## src/rtl/fetch_pkg.sv

```systemverilog
// Shared types and constants for the instruction-fetch front end.
package fetch_pkg;

  typedef enum logic [0:0] {
    S_FETCH = 1'b0,
    S_HALT  = 1'b1
  } fetch_state_t;

  localparam int          FETCH_DEPTH = 2;
  localparam int          PC_STEP     = 4;
  localparam logic [31:0] ZERO_INST   = 32'h0;
  localparam int          IMEM_WORDS  = 64;

endpackage

```

## src/rtl/fetch_fifo.sv

```systemverilog
// Small prefetch FIFO with synchronous flush; push and pop may coincide even when full.
module fetch_fifo #(
  parameter int W     = 96,
  parameter int DEPTH = 2
) (
  input  logic         clk,
  input  logic         reset,
  input  logic         flush,
  input  logic         push,
  input  logic         pop,
  input  logic [W-1:0] wdata,
  output logic [W-1:0] rdata,
  output logic         full,
  output logic         empty
);

  localparam int AW = $clog2(DEPTH);
  localparam int CW = AW + 1;

  logic [W-1:0]  mem_q [DEPTH];
  logic [AW-1:0] rd_ptr_q;
  logic [AW-1:0] wr_ptr_q;
  logic [CW-1:0] count_q;

  // DEPTH is a power of two, so the pointers wrap on their own.
  always_ff @(posedge clk) begin
    if (reset || flush) begin
      rd_ptr_q <= '0;
      wr_ptr_q <= '0;
      count_q  <= '0;
    end else begin
      if (push) wr_ptr_q <= wr_ptr_q + 1'b1;
      if (pop)  rd_ptr_q <= rd_ptr_q + 1'b1;
      if (push && !pop)      count_q <= count_q + 1'b1;
      else if (pop && !push) count_q <= count_q - 1'b1;
    end
  end

  always_ff @(posedge clk) begin
    if (push && !reset && !flush) mem_q[wr_ptr_q] <= wdata;
  end

  assign rdata = mem_q[rd_ptr_q];
  assign full  = (count_q == CW'(DEPTH));
  assign empty = (count_q == '0);

endmodule

```

## src/rtl/fetch_ctrl.sv

```systemverilog
// Instruction-fetch controller: PC, fetch FSM, ROM word selection and prefetch FIFO.
// Optional halt-on-zero-word behaviour is enabled with FETCH_HALT_ON_ZERO_EN.
//
// state   | meaning
// S_FETCH | fetching sequentially from pc when not stalled and FIFO has room
// S_HALT  | zero word seen; pc frozen until redirect or reset
module fetch_ctrl
  import fetch_pkg::*;
#(
  parameter int N     = 32,
  parameter int PCW   = 64,
  parameter int DEPTH = FETCH_DEPTH
) (
  input  logic           clk,
  input  logic           reset,
  output logic [5:0]     imem_addr,
  input  logic [N-1:0]   imem_q,
  input  logic           stall,
  input  logic           redirect,
  input  logic [PCW-1:0] redirect_pc,
  output logic           inst_valid,
  input  logic           inst_ready,
  output logic [N-1:0]   inst_data,
  output logic [PCW-1:0] inst_pc,
  output logic           halted
);

  fetch_state_t   state_q, state_d;
  logic [PCW-1:0] pc_q, pc_d;
  logic [N-1:0]   word;
  logic           fifo_full, fifo_empty;
  logic [PCW+N-1:0] fifo_rdata;
  logic           deq, fetch_en, push, zero_hit;
  logic           unused_redirect_lsb;

  assign unused_redirect_lsb = ^redirect_pc[1:0];

  assign imem_addr = pc_q[7:2];
  // Anything outside the 256-byte ROM window reads as a zero word.
  assign word      = (pc_q[PCW-1:8] == '0 && pc_q[1:0] == 2'b00) ? imem_q : '0;
  assign deq       = inst_valid && inst_ready && !redirect;
  assign fetch_en  = (state_q == S_FETCH) && !stall && !redirect && (!fifo_full || deq);

`ifdef FETCH_HALT_ON_ZERO_EN
  assign zero_hit = fetch_en && (word == N'(ZERO_INST));
  assign halted   = (state_q == S_HALT);
`else
  assign zero_hit = 1'b0;
  assign halted   = 1'b0;
`endif

  assign push = fetch_en && !zero_hit;

  always_comb begin
    state_d = state_q;
    pc_d    = pc_q;
    if (redirect) begin
      state_d = S_FETCH;
      pc_d    = {redirect_pc[PCW-1:2], 2'b00};
    end else if (zero_hit) begin
      state_d = S_HALT;
    end else if (push) begin
      pc_d = pc_q + PCW'(PC_STEP);
    end
  end

  always_ff @(posedge clk) begin
    if (reset) begin
      state_q <= S_FETCH;
      pc_q    <= '0;
    end else begin
      state_q <= state_d;
      pc_q    <= pc_d;
    end
  end

  fetch_fifo #(
    .W     (PCW + N),
    .DEPTH (DEPTH)
  ) u_fifo (
    .clk   (clk),
    .reset (reset),
    .flush (redirect),
    .push  (push),
    .pop   (deq),
    .wdata ({pc_q, word}),
    .rdata (fifo_rdata),
    .full  (fifo_full),
    .empty (fifo_empty)
  );

  assign inst_valid = !fifo_empty;
  assign inst_data  = fifo_empty ? '0 : fifo_rdata[N-1:0];
  assign inst_pc    = fifo_empty ? '0 : fifo_rdata[PCW+N-1:N];

endmodule

```

## config.mk

```make
export PLATFORM = sky130hd
export DESIGN_NAME = fetch_ctrl
export DESIGN_NICKNAME = d
export VERILOG_FILES = /design/src/rtl/fetch_pkg.sv /design/src/rtl/fetch_fifo.sv /design/src/rtl/fetch_ctrl.sv
export SDC_FILE = /design/constraint.sdc
export NUM_CORES = 1
export LEC_CHECK = 0
export BUFFER_PORTS_ARGS = -buffer_cell sky130_fd_sc_hd__buf_2
export CORE_MARGIN = 5
export CORE_UTILIZATION = 56
export CTS_CLUSTER_DIAMETER = 30
export DETAILED_ROUTE_END_ITERATION = 8
export MAX_ROUTING_LAYER = met4
export PLACE_DENSITY = 0.87
export SYNTH_ARGS = -nofsm -noshare
export SYNTH_HDL_FRONTEND = slang
export SYNTH_HIERARCHICAL = 1
export SYNTH_SLANG_ARGS = --single-unit
```

## constraint.sdc

```tcl
create_clock -name clk -period 8.8 [get_ports clk]
set_input_delay 0 -clock clk [delete_from_list [all_inputs] [get_ports clk]]
set_output_delay 0 -clock clk [all_outputs]
set_load 0.05 [all_outputs]
```

# --- Word level (Yosys, flattened, before mapping) ---
# Memories as Yosys holds them, arrays and structs flattened. A register that Yosys moved wholly into a read port is not among the register bits.
# Cells that the tools add are included.
op_classes:
  addsub: 5
  eq_ne: 1
  n_mux: 11
  n_reduce_logical: 24
ops:
  columns: ["operator", "n"]
  rows:
  - ["2-to-1 mux 64 bit", 3]
  - ["adder 64 x 3 -> 64 bit (second input constant)", 1]
  - ["2-to-1 mux 32 bit", 2]
  - ["zero test 56 bit", 1]
  - ["logical AND 1 bit", 9]
  - ["zero test 1 bit", 7]
  - ["zero test 2 bit", 2]
  - ["2-to-1 mux 1 bit", 4]
  - ["2-to-1 mux 2 bit", 2]
  - ["nonzero test 2 bit", 2]
  - ["adder 1 bit (second input constant)", 2]
  - ["adder 2 x 1 -> 2 bit (second input constant)", 1]
  - ["== test 2 bit (second input constant)", 1]
  - ["logical OR 1 bit", 2]
  - ["OR reduction 2 bit", 1]
  - ["subtractor 2 x 1 -> 2 bit (second input constant)", 1]
word_totals:
  reg_bits: 68
  ramBits: 192
  in_bits: 101
  output_inout_bits: 104
  mem_count: 1
mem_list:
  columns: ["name", "depth", "width", "rd", "rd_ports_with_merged_regs", "write_ports", "line_no", "rtl"]
  rows:
  - ["u_fifo.mem_q", 2, 96, 1, 1, 1, "fetch_fifo.sv:20", "logic [W-1:0] mem_q [DEPTH];"]

# --- Longest topological paths before layout ---
depth:
  ltp_word: 10
  mapped_depth: 9
  mapped_depth_nobuf: 8

# --- Cells and area by module ---
# The synthesis kept the hierarchy.
modules_own_cells:
  columns: ["mod", "instances", "cells_each", "area_each_um2", "seq_area_each_um2"]
  rows:
  - ["fetch_fifo", 1, 323, 7345.8, 5865.6]
  - ["fetch_ctrl", 1, 616, 4604.4, 1241.2]

# --- Least setup slack after synthesis ---
# No wires, ideal clock.
synth_timing:
  path_kind: "register -> register"
  from: "register u_fifo.count_q[0]"
  to: "memory u_fifo.mem_q[0][0] (enable)"
  setup_time_ns: 0.551
  t_arrival_ns: 5.555
  required_ns: 8.249
  setup_slack_ns: 2.694
  path_stages_with_launch: 8
  path_buffers: 1
  cell_sequence: "dfxtp_1 nor2_1 or2b_2 a21o_2 clkbuf_1 nor2_1 nand2_1 nor2_1"
synth_between:
  elab_chain_len: 10
  elab_cells_between_ends: 12
  cone_classes: "1 x eq/ne; 2 x mux; 9 x reduce/logical"
synth_rtl:
  columns: ["item", "line_no", "rtl"]
  rows:
  - ["start: declaration", "fetch_fifo.sv:23", "logic [CW-1:0] count_q;"]
  - ["start signal: assignment", "fetch_fifo.sv:34", "if (push && !pop) count_q <= count_q + 1'b1;"]
  - ["start signal: assignment", "fetch_fifo.sv:35", "else if (pop && !push) count_q <= count_q - 1'b1;"]
  - ["zero test 2 bit", "fetch_fifo.sv:45", "assign empty = (count_q == '0);"]
  - ["via fifo_empty", "fetch_ctrl.sv:31", "logic fifo_full, fifo_empty;"]
  - ["zero test 1 bit", "fetch_ctrl.sv:92", "assign inst_valid = !fifo_empty;"]
  - ["logical AND 1 bit (2 in series)", "fetch_ctrl.sv:41", "assign deq = inst_valid && inst_ready && !redirect;"]
  - ["logical OR 1 bit", "fetch_ctrl.sv:42", "assign fetch_en = (state_q == S_FETCH) && !stall && !redirect && (!fifo_full || deq);"]
  - ["logical AND 1 bit", "fetch_ctrl.sv:42", null]
  - ["via fetch_en", "fetch_ctrl.sv:33", "logic deq, fetch_en, push, zero_hit;"]
  - ["logical AND 1 bit (2 in series)", "fetch_fifo.sv:40", "if (push && !reset && !flush) mem_q[wr_ptr_q] <= wdata;"]
  - ["2-to-1 mux 1 bit", "fetch_fifo.sv:40", null]
  - ["2-to-1 mux 1 bit (not written as such)", "fetch_fifo.sv:40", null]
  - ["end: declaration", "fetch_fifo.sv:20", null]
# The timed path passes the listed nets, and every way through them passes these cells.

# --- Worst setup path in the final report ---
layout_timing:
  from: "register u_fifo.count_q[0]"
  to: "memory u_fifo.mem_q[0][27] (enable)"
# The elaborated chain is that of the path after synthesis.

==> reports/results.txt <==
Max_cap viols: 0
Area growth from synthesis to layout: 29.7%
Worst Clk Skew: 23.9 ps
Antenna Nets Post-Route: 0
Num CTS Buffers: 43
Vias in the first global route: 8870
R2R setup slack: 5030 ps
Die ar.: 0.0244 mm^2
Slew HR: 0.274
NumNets Final: 1337
Min-delay src: stall
Die height: 156 um
Initial antenna violation count: 1
Cell family contributing the most delay on the critical path: simple AND/OR/NAND/NOR gates
Die extent in x: 156 um
Max H-tree Level: 2
Async S/R FF share, synth: 0
Worst ir drop on vdd: 148 uV
Worst Reg-to-Reg Cells: 7
Maximum clock insertion buffer count: 3
Static leakage: 5.91 nW
Slowest CP cell: buf_4
Final TNS setup: 0 ps
Post-DP HPWL: 18200 um
Post-synthesis instance total: 939
RSZ-0062 raised after global routing: false
Setup CP Type: reg -> reg
Req. time, crit path: 8940 ps
Kind of start point of the critical path: register
# port buffers: 201
Clock Pin Slew Worst Setup and Hold Paths: 50 ps
Mapped Area: 0.0120 mm^2
CP endpoint kind: register
Final cycle utilization of the critical path: 0.428
Core ar.: 0.0210 mm^2
Synth top area cells: edfxtp_1 48%, dfxtp_1 11%, mux2_2 5.3%
Root buf cell: clkbuf_16
Layout cells sized above 1: 0.316
Final setup vio count: 0
Worst EP arrival: 3910 ps
Syn. warnings: 6
Post-synth top cells: 192 x edfxtp_1, 97 x nor2b_1, 67 x dfxtp_1
Sequential fraction of the synthesis area: 0.595
TritonRoute pass-1 iters: 6
Power, Total: 3.34 mW
FF-to-FF End: u_fifo/mem_q[0][27]
Remaining DRCs: 0
Clk Latency, worst-skew pair: 530 ps
Top cell type's share of synthesized area: 0.482
Main synth FF type: edfxtp_1
Avg Inst Size Synth: 12.7 um^2
Clock sink total: 259
Grt ovf: 0
Status: finished clean
Reg area: 0.00711 mm^2
Pwr Density: 216 mW/mm^2
Worst Tran Pin Value: 1090 ps
Wire length per cell: 19.8 um
Max Slew Vio Count: 0
Starting Density: 0.568
Most common cell type on the critical path: nor2_4
Most common cell in the netlist: edfxtp_1
Max stage delay on crit path: 860 ps
Worst-path cell chain: nor2_4 > or2b_2 > a21o_2 > nor2_1 > nand2_1 > nor2_4 > buf_4
Via Count: 8798
Routed wire length: 30700 um
Global-route wire length before repair: 48100 um
CP Buf/Inv Count: 1
Initial DRC count: 865
Number of synthesized flops with an enable pin: 192
Top-Level Pins: 205
Critical-path maximum fanout: 67
Max Clk Rate: 0.265 GHz
Hold Crit Class: in -> reg
Total GRT Usage: 0.256
Worst r2r src: u_fifo/count_q[0]
Detailed-route vias per instance: 5.69
FF+latch count, synth: 259
Yosys top cell by area: edfxtp_1
Hold path endpoint: pc_q[3]
Area of the multi-input gates: 0.00448 mm^2
Cell Rows: 53
Unique masters post-synth: 51
Largest net degree at the start of global routing: 98
Routability cong.: 0.863
Final critical-path required period: 3770 ps
CTS tree: yes
Cts repair resizes: 0
Final Hold Viols: 0
Setup repair bufs after CTS: 0
Filler cell count: 1349
Worst Hold Depth: 6
worst max-delay path by stage:
stage	depth (start not counted)	slack (ps)	end	startpoint
finish	7	5030	u_fifo/mem_q[0][27]	u_fifo/count_q[0]
global route	7	4890	u_fifo/mem_q[0][37]	u_fifo/count_q[0]
CTS	7	5030	u_fifo/mem_q[0][51]	u_fifo/count_q[0]
detailed placement	7	5070	u_fifo/mem_q[0][27]	u_fifo/count_q[0]
global placement	7	5160	u_fifo/mem_q[0][13]	u_fifo/count_q[0]
floorplan	7	2690	u_fifo/mem_q[0][0]	u_fifo/count_q[0]
layout by cell type (no fill, tap or decap), types with 7 or more instances in the layout:
master         synthesis  final
nand3_1               28     28
xnor2_1               35     35
and2_1                35     35
nor2b_1               97     97
nor2_1                58     56
and3_1                18     17
mux2_2                56     56
edfxtp_1             192    192
nand4_1               27     27
clkbuf_16              0     49
buf_2                  7    201
dlygate4sd3_1          0     94
mux2_4                40     40
a211oi_1              26     26
xor2_1                21     21
nor4_1                23     22
buf_4                  7      9
inv_6                  0     12
or3_1                  8      8
mux2i_1                9      9
a21oi_1               25     25
inv_1                  8      7
nor3_1                16     16
dfxtp_1               67     66
nand2_1               43     43
repair_timing:
| action | CTS | global route |
|---|---|---|
| setup endpoints to repair | 0 | 0 |
| endpoints found under the hold margin | 126 | 0 |
| hold buffers | 94 | 0 |
tightest hold or removal path, cell delays in order:
cell,delay (ps)
buf_2,120
a21oi_1,100
nand2_1,90
a21oi_1,60
a21oi_1,110
nor2_1,50
metrics by stage:
step	hold WS, ps	area, um^2	util	instances	setup WS, ps
floorplan	76.6	12000	-	943	2690
global placement	229	13000	0.620	1370	5160
detailed placement	240	13000	0.620	1370	5070
CTS	18.6	15500	0.737	1544	5030
global route	86.6	15500	0.737	1545	4890
finish	47.3	15500	0.737	1545	5030
area by class of cell:
cell class	instances	share of cell area
diodes	1	0.000161
clock inverters	23	0.0128
repair buffers	304	0.130
flip-flops and latches	259	0.459
multi-input cells	618	0.289
inverters	8	0.00194
clock buffers	57	0.0849
well taps	275	0.0222
logic make-up (layout without fill, tap and decap cells):
kind of cell | Yosys count | after routing | synth area share
xor+xnor | 56 | 56 | 0.0410
buf+inv | 66 | 392 | 0.0340
flops | 259 | 259 | 0.595
mux | 105 | 105 | 0.111
compound gates | 81 | 81 | 0.0454
fa+ha+maj | 2 | 2 | 0.00209
other cells | 1 | 6 | 0.000314
simple gates | 369 | 369 | 0.172
where the power goes:
part           switching [mW]  total, mW  internal (mW)
clock                   0.604       1.70           1.10
combinational           0.155      0.256          0.101
sequential             0.0446       1.38           1.34
total                   0.804       3.34           2.54
registers in the layout, summed over array words and instances (netlist names), named ones only:
signal and cells:
pc_q 62, u_fifo/count_q 2, u_fifo/mem_q 192, u_fifo/rd_ptr_q 1, u_fifo/wr_ptr_q 1
routing by layer:
layer / track usage / part of all wire
met5: - / 0
met4: 0.0842 / 0.029
met3: 0.0460 / 0.086
met2: 0.417 / 0.49
met1: 0.326 / 0.40
Note: power is estimated with default switching activity, not from simulation.
